`src/rtl/io_mmio_responder_pkg.sv`:
```
// Shared constants for the MMIO responder: register offsets, CTRL bit positions and IO region tag.
package io_mmio_pkg;
    localparam logic [7:0] ADR_CTRL    = 8'h00;
    localparam logic [7:0] ADR_RXDATA  = 8'h04;
    localparam logic [7:0] ADR_TXDATA  = 8'h08;
    localparam logic [7:0] ADR_CYCLES  = 8'h10;
    localparam logic [7:0] ADR_INSTS   = 8'h14;
    localparam logic [7:0] ADR_CNT_RST = 8'h18;

    localparam int CTRL_TX_EMPTY    = 0;
    localparam int CTRL_RX_NONEMPTY = 1;
    localparam int CTRL_TX_OVF      = 2;

    // Upper address nibble of the IO region; selection happens upstream of this block.
    localparam logic [3:0] IO_REGION = 4'b1000;
endpackage

```
`src/rtl/io_mmio_responder_if.sv`:
```
// Core-side MMIO bus plus UART valid/ready links, bundled for the responder.
interface io_mmio_responder_if;
    logic [31:0] io_adr;
    logic [31:0] io_wdata;
    logic        iowea;
    logic        io_rd_en;
    logic        inst_retire;
    logic [31:0] io_rdata;
    logic [7:0]  uart_tx_data;
    logic        uart_tx_valid;
    logic        uart_tx_ready;
    logic [7:0]  uart_rx_data;
    logic        uart_rx_valid;
    logic        uart_rx_ready;

    modport slave (
        input  io_adr, io_wdata, iowea, io_rd_en, inst_retire, uart_tx_ready,
               uart_rx_data, uart_rx_valid,
        output io_rdata, uart_tx_data, uart_tx_valid, uart_rx_ready
    );
    modport master (
        output io_adr, io_wdata, iowea, io_rd_en, inst_retire, uart_tx_ready,
               uart_rx_data, uart_rx_valid,
        input  io_rdata, uart_tx_data, uart_tx_valid, uart_rx_ready
    );
endinterface

```
`src/rtl/io_mmio_responder_rx_fifo.sv`:
```
// Synchronous byte FIFO buffering UART RX data until the core reads it.
module io_rx_fifo #(
    parameter int DEPTH = 4,
    parameter int W     = 8
) (
    input  logic         clk,
    input  logic         rst,
    input  logic         i_push,
    input  logic [W-1:0] i_data,
    input  logic         i_pop,
    output logic [W-1:0] o_head,
    output logic         o_full,
    output logic         o_empty
);
    localparam int AW = $clog2(DEPTH);

    logic [W-1:0]  r_mem [DEPTH];
    logic [AW-1:0] r_wr_ptr;
    logic [AW-1:0] r_rd_ptr;
    logic [AW:0]   r_cnt;
    logic          w_push;
    logic          w_pop;

    assign o_full  = (r_cnt == (AW+1)'(DEPTH));
    assign o_empty = (r_cnt == '0);
    assign o_head  = r_mem[r_rd_ptr];
    assign w_push  = i_push && !o_full;
    assign w_pop   = i_pop && !o_empty;

    always_ff @(posedge clk) begin
        if (w_push) r_mem[r_wr_ptr] <= i_data;
    end

    // Pointers are AW bits wide, so they wrap modulo DEPTH on their own.
    always_ff @(posedge clk or posedge rst) begin
        if (rst) begin
            r_wr_ptr <= '0;
            r_rd_ptr <= '0;
            r_cnt    <= '0;
        end else begin
            if (w_push) r_wr_ptr <= r_wr_ptr + 1'b1;
            if (w_pop)  r_rd_ptr <= r_rd_ptr + 1'b1;
            case ({w_push, w_pop})
                2'b10:   r_cnt <= r_cnt + 1'b1;
                2'b01:   r_cnt <= r_cnt - 1'b1;
                default: r_cnt <= r_cnt;
            endcase
        end
    end
endmodule

```
`src/rtl/io_mmio_responder.sv`:
```
// MMIO responder: CTRL/status, UART TX holding register, RX FIFO and cycle/instret counters,
// with load data registered for the writeback stage.
module io_mmio_responder
    import io_mmio_pkg::*;
#(
    parameter int RX_DEPTH = 4,
    parameter int CNT_W    = 32
) (
    input logic                clk,
    input logic                rst,
    io_mmio_responder_if.slave bus
);
    logic [7:0]       w_adr;
    logic             w_rd;
    logic             w_wr;
    logic             w_rx_full;
    logic             w_rx_empty;
    logic [7:0]       w_rx_head;
    logic             w_rx_push;
    logic             w_rx_pop;
    logic             w_tx_hs;
    logic [31:0]      w_ctrl;
    logic [31:0]      w_rd_mux;
    logic             w_unused;

    logic [31:0]      r_rdata;
    logic [7:0]       r_tx_data;
    logic             r_tx_valid;
    logic             r_tx_ovf;
    logic [CNT_W-1:0] r_cycles;
    logic [CNT_W-1:0] r_insts;

    assign w_adr    = bus.io_adr[7:0];
    assign w_rd     = bus.io_rd_en;
    assign w_wr     = bus.iowea;
    assign w_unused = ^{bus.io_adr[31:8], bus.io_wdata[31:8]};

    assign w_rx_push = bus.uart_rx_valid && !w_rx_full;
    assign w_rx_pop  = w_rd && (w_adr == ADR_RXDATA) && !w_rx_empty;

    io_rx_fifo #(.DEPTH(RX_DEPTH), .W(8)) u_rx_fifo (
        .clk     (clk),
        .rst     (rst),
        .i_push  (w_rx_push),
        .i_data  (bus.uart_rx_data),
        .i_pop   (w_rx_pop),
        .o_head  (w_rx_head),
        .o_full  (w_rx_full),
        .o_empty (w_rx_empty)
    );

    assign bus.uart_rx_ready = !w_rx_full;
    assign bus.uart_tx_data  = r_tx_data;
    assign bus.uart_tx_valid = r_tx_valid;
    assign bus.io_rdata      = r_rdata;

    always_comb begin
        w_ctrl                   = '0;
        w_ctrl[CTRL_TX_EMPTY]    = !r_tx_valid;
        w_ctrl[CTRL_RX_NONEMPTY] = !w_rx_empty;
        w_ctrl[CTRL_TX_OVF]      = r_tx_ovf;
    end

    // All sources are pre-edge values, so a concurrent store lands after the sample.
    always_comb begin
        w_rd_mux = '0;
        case (w_adr)
            ADR_CTRL:   w_rd_mux = w_ctrl;
            ADR_RXDATA: w_rd_mux = w_rx_empty ? 32'h0 : {24'h0, w_rx_head};
            ADR_CYCLES: w_rd_mux = 32'(r_cycles);
            ADR_INSTS:  w_rd_mux = 32'(r_insts);
            default:    w_rd_mux = '0;
        endcase
    end

    always_ff @(posedge clk or posedge rst) begin
        if (rst)       r_rdata <= '0;
        else if (w_rd) r_rdata <= w_rd_mux;
    end

    // A handshake completing on this edge frees the holding register for a new byte.
    assign w_tx_hs = r_tx_valid && bus.uart_tx_ready;

    always_ff @(posedge clk or posedge rst) begin
        if (rst) begin
            r_tx_data  <= '0;
            r_tx_valid <= 1'b0;
            r_tx_ovf   <= 1'b0;
        end else begin
            if (w_wr && (w_adr == ADR_TXDATA)) begin
                if (!r_tx_valid || w_tx_hs) begin
                    r_tx_data  <= bus.io_wdata[7:0];
                    r_tx_valid <= 1'b1;
                end else begin
                    r_tx_ovf <= 1'b1;
                end
            end else if (w_tx_hs) begin
                r_tx_valid <= 1'b0;
            end
            if (w_wr && (w_adr == ADR_CTRL) && bus.io_wdata[CTRL_TX_OVF])
                r_tx_ovf <= 1'b0;
        end
    end

    always_ff @(posedge clk or posedge rst) begin
        if (rst) begin
            r_cycles <= '0;
            r_insts  <= '0;
        end else if (w_wr && (w_adr == ADR_CNT_RST)) begin
            r_cycles <= '0;
            r_insts  <= '0;
        end else begin
            r_cycles <= r_cycles + 1'b1;
            if (bus.inst_retire) r_insts <= r_insts + 1'b1;
        end
    end
endmodule
```
`src/flat_wrapper.sv`:
```
// flat-port wrapper written by rule: the top's interface ports become plain ports
module io_mmio_responder_flat import io_mmio_pkg::*;
#(
    parameter int RX_DEPTH = 4,
    parameter int CNT_W    = 32
)
  (clk, rst, bus_io_adr, bus_io_wdata, bus_iowea, bus_io_rd_en, bus_inst_retire, bus_uart_tx_ready, bus_uart_rx_data, bus_uart_rx_valid, bus_io_rdata, bus_uart_tx_data, bus_uart_tx_valid, bus_uart_rx_ready);
  io_mmio_responder_if bus_i ();
  input logic clk;
  input logic rst;
  input wire logic [$bits(bus_i.io_adr)-1:0] bus_io_adr;
  input wire logic [$bits(bus_i.io_wdata)-1:0] bus_io_wdata;
  input wire logic [$bits(bus_i.iowea)-1:0] bus_iowea;
  input wire logic [$bits(bus_i.io_rd_en)-1:0] bus_io_rd_en;
  input wire logic [$bits(bus_i.inst_retire)-1:0] bus_inst_retire;
  input wire logic [$bits(bus_i.uart_tx_ready)-1:0] bus_uart_tx_ready;
  input wire logic [$bits(bus_i.uart_rx_data)-1:0] bus_uart_rx_data;
  input wire logic [$bits(bus_i.uart_rx_valid)-1:0] bus_uart_rx_valid;
  output wire logic [$bits(bus_i.io_rdata)-1:0] bus_io_rdata;
  output wire logic [$bits(bus_i.uart_tx_data)-1:0] bus_uart_tx_data;
  output wire logic [$bits(bus_i.uart_tx_valid)-1:0] bus_uart_tx_valid;
  output wire logic [$bits(bus_i.uart_rx_ready)-1:0] bus_uart_rx_ready;
  assign bus_i.io_adr = bus_io_adr;
  assign bus_i.io_wdata = bus_io_wdata;
  assign bus_i.iowea = bus_iowea;
  assign bus_i.io_rd_en = bus_io_rd_en;
  assign bus_i.inst_retire = bus_inst_retire;
  assign bus_i.uart_tx_ready = bus_uart_tx_ready;
  assign bus_i.uart_rx_data = bus_uart_rx_data;
  assign bus_i.uart_rx_valid = bus_uart_rx_valid;
  assign bus_io_rdata = bus_i.io_rdata;
  assign bus_uart_tx_data = bus_i.uart_tx_data;
  assign bus_uart_tx_valid = bus_i.uart_tx_valid;
  assign bus_uart_rx_ready = bus_i.uart_rx_ready;
  io_mmio_responder #(.RX_DEPTH(RX_DEPTH), .CNT_W(CNT_W)) u_core (.clk(clk), .rst(rst), .bus(bus_i));
endmodule
```
`config.mk`:
```
export PLATFORM = sky130hd
export DESIGN_NAME = io_mmio_responder_flat
export DESIGN_NICKNAME = d
export VERILOG_FILES = /design/src/rtl/io_mmio_responder_pkg.sv /design/src/rtl/io_mmio_responder_if.sv /design/src/rtl/io_mmio_responder_rx_fifo.sv /design/src/rtl/io_mmio_responder.sv /design/src/flat_wrapper.sv
export SDC_FILE = /design/constraint.sdc
export NUM_CORES = 1
export LEC_CHECK = 0
export ABC_AREA = 1
export CAP_MARGIN = 20
export CORE_MARGIN = 4
export CORE_UTILIZATION = 40
export DETAILED_ROUTE_END_ITERATION = 6
export GPL_TIMING_DRIVEN = 0
export HOLD_SLACK_MARGIN = 0.03
export PLACE_DENSITY_LB_ADDON = 0.25
export SYNTH_ARGS = -nofsm -noshare
export SYNTH_HDL_FRONTEND = slang
export SYNTH_HIERARCHICAL = 1
export SYNTH_SLANG_ARGS = --single-unit
```
`constraint.sdc`:
```
create_clock -name clk -period 8.7 [get_ports clk]
set_input_delay 1.74 -clock clk [delete_from_list [all_inputs] [get_ports clk]]
set_output_delay 1.74 -clock clk [all_outputs]
set_load 0.01 [all_outputs]
```
==> summary.md <==
| Metric | Value |
|---|---|
| Clock network fraction of design power | 0.397 |
| Setup crit start | bus_io_adr[1] |
| CP required | 9.02 ns |
| Pleak | 4.59 nW |
| Drt first pass iters | 6 |
| Net Count, Synth | 1096 |
| Outcome | finished clean |
| Max Fclk | 254 MHz |
| Fin Clk Skew | 0.00948 ns |
| Clock root cell | clkbuf_16 |
| Dpl cell area | 8760 um^2 |
| Detailed Place HPWL | 15100 um |
| Startpoint Class | input pin |
| # fillers | 1829 |
| # resized after CTS | 0 |
| Tightest Pin Transition | 0.886 ns |
| Die width | 147 um |
| Number of setup buffers added after CTS | 0 |
| CTS sink cnt | 145 |
| Area grow syn2layout | 21.7% |
| Routed WL per cell | 14.8 um |
| Pin count of the biggest net entering global routing | 57 |
| Post-Synthesis Cells | 1009 |
| Worst hold start | u_core/bus.io_rdata[31] |
| GP Congestion | 0.893 |
| Bufs on Longest Clock Path | 2 |
| Commonest cells after routing, fill and taps aside | nand2_1 (338), nor2_1 (134), inv_1 (127), dfrtp_1 (113), clkdlybuf4s50_1 (70) |
| Finished Layout Cells | 1372 |
| # setup viols final | 0 |
| GRT Residual Overflow | 0 |
| Worst slew margin | 0.407 |
| Count of buffers from port buffering | 70 |
| Sw power | 0.000605 W |
| Seq/Total Area, Yosys | 0.492 |
| Reg2reg start | u_core/u_rx_fifo/r_cnt[0] |
| Hold buffer count at CTS | 0 |
| First-pass GRT wire length | 33600 um |
| VDD IR max | 0.171 mV |
| Via count of the first global-routing pass | 6467 |
| Final instance area | 9380 um^2 |
| FF/Latch Area | 3790 um^2 |
| Max-cap violation count | 0 |
| R2R Setup Slk | 6.35 ns |
| Diode count | 0 |
| FP Rows | 50 |
| Comb power frac | 0.151 |
| Setup TNS | 0 ns |
| Final Hold Viols | 0 |
| CP Capture Type | register |
| Pwr dens | 203 nW/um^2 |
| Worst-path clk slew | 0.07 ns |
| DIE AREA | 21600 um^2 |
| Area of the multi-input gates | 3250 um^2 |
| TritonCTS clock tree | yes |
| Core area | 18800 um^2 |
| Routed WL | 20400 um |
| Most common cell after layout, fill and taps aside | nand2_1 |
| Final critical-path required period | 3.94 ns |
| Remaining routing DRC violations | 0 |
| RSZ-0062 raised after global routing | false |
| Starting Density | 0.409 |
| Skew-Pair Late Insertion Delay | 0.43 ns |
| Hold Crit Class | reg -> reg |
| WP data arrival | 4.26 ns |
| #FFs+latches synth | 145 |
| Mean post-synth cell area | 7.64 um^2 |
| Slew Limit Fails | 0 |
| Die height | 147 um |
| Routed via count | 6783 |
| Drt via density | 4.94 |
| Post-Syn Area | 7710 um^2 |
| Ports | 121 |
| CTS buffer count | 17 |
| Reg power frac | 0.452 |
| Placed cells | 1340 |
| Final ANT Viol Nets | 0 |
| All-layer global routing usage | 0.195 |
| Unique masters post-synth | 37 |
| Tcrit/Tclk final | 0.453 |
| Crit Path Category | in -> reg |
| Sw frac | 0.317 |
| H-tree depth | 4 |
| Iter 0 DRT Violations | 678 |
| Yosys warning count | 6 |
| Cell internal pwr | 0.00130 W |
| Final Util | 0.498 |
| Worst Path Max Fanout | 10 |
| Nets | 1186 |
| Share of cells above drive strength 1 | 0.0836 |
| Initial antenna violation count | 0 |
## layer usage
layer,track usage,vias up,wire length (um),share of wire
met3,0.0345,34,871,0.043
met2,0.312,162,9490,0.47
met1,0.271,3207,9610,0.47
met5,0,-,0,0
li1,-,3380,-,-
met4,0.0630,0,398,0.020
## synthesized netlist by cell type
cell      count  area (um^2)
nand2_2       5         31.3
nand2_1     338         1270
nor3b_1       1         7.51
inv_1       128          480
buf_1         3         11.3
inv_2         7         26.3
nor3_4        2         32.5
dfrtp_1     113         2830
o211ai_1     16          120
o21ai_1       7         35.0
clkbuf_8      1         13.8
nor4_1        1         6.26
fa_1          1         20.0
xor2_1        4         35.0
nor2_1      134          503
xnor2_1       2         17.5
o21ai_0      32          160
a21oi_1      25          125
nand2_4       2         22.5
buf_4         3         22.5
and3_1        1         6.26
clkinv_1      2         7.51
buf_2        10         50.1
edfxtp_1     32          961
nor3_2        4         40.0
ha_1          7         87.6
and2_1        1         6.26
nor3_1       10         50.1
nand4_1      20          125
nand3_2      11          110
clkbuf_1      5         18.8
o22ai_1      15         93.8
buf_6         3         33.8
nor2_4        2         22.5
nand3_1      48          240
nor2_2        9         56.3
nand3b_1      4         30.0
## state kept, by name, indices dropped and copies added, names as in the netlist
register,count
u_core/bus.io_rdata,32
u_core/r_insts,32
u_core/r_cycles,32
u_core/u_rx_fifo/r_wr_ptr,2
u_core/u_rx_fifo/r_mem,32
u_core/u_rx_fifo/r_cnt,3
u_core/bus.uart_tx_valid,1
u_core/bus.uart_tx_data,8
u_core/u_rx_fifo/r_rd_ptr,2
u_core/r_tx_ovf,1
## through the flow
| stage | power (W) | hold WS (ns) | setup WS [ns] |
|---|---|---|---|
| after floorplan | 0.00106 | 0.446 | 4.17 |
| final | 0.00191 | 0.475 | 4.76 |
| after detailed placement | 0.00116 | 0.468 | 4.34 |
| after global routing | 0.00201 | 0.501 | 4.60 |
| after CTS | 0.00193 | 0.484 | 4.81 |
| after global placement | 0.00115 | 0.460 | 2.27 |
## worst paths after layout
path / endpoint / cells past startpoint
min in group asynchronous: u_core/u_rx_fifo/r_wr_ptr[0] / 2
max in group asynchronous: u_core/r_insts[3] / 3
setup / recovery: u_core/u_rx_fifo/r_cnt[2] / 16
setup reg to reg: u_core/u_rx_fifo/r_cnt[1] / 12
hold / removal: u_core/bus.io_rdata[31] / 2
hold reg to reg: u_core/bus.io_rdata[31] / 2
## power by group through the flow
stage	sequential, W	clock (W)	combinational [W]
after floorplan	0.000853	0	0.000207
after global placement	0.000871	0	0.000279
after detailed placement	0.000873	0	0.000288
after CTS	0.000861	0.000776	0.000290
after global routing	0.000874	0.000809	0.000329
final	0.000862	0.000758	0.000287
## logic make-up after synthesis
kind of cell	after synthesis	synth area share
AOI/OAI and AO/OA	95	0.0693
xor gates and xnor gates	6	0.00682
adders and majority gates	8	0.0140
buffers and inverters	162	0.0862
DFF	145	0.492
and+or+nand+nor	593	0.332
## layout make-up
type                    count  share of cell area
flip-flops and latches    145               0.404
multi-input cells         702               0.347
repair buffers             71              0.0777
inverters                 137              0.0551
clock buffers              17              0.0454
well taps                 260              0.0347
clock inverters            15              0.0200
plain buffers              25              0.0160
## critical path: stages
cell	delay, ns
clkdlybuf4s50_1	0.42
nor2_2	0.20
inv_1	0.10
nor2_4	0.16
buf_2	0.23
nand3_1	0.10
nor2_1	0.25
nand2_1	0.12
inv_1	0.07
ha_1	0.16
inv_1	0.07
fa_1	0.38
nand2_1	0.10
nand3_1	0.07
nand2_1	0.05
nand2_1	0.05
No activity file was read; power rests on OpenSTA's default activity.
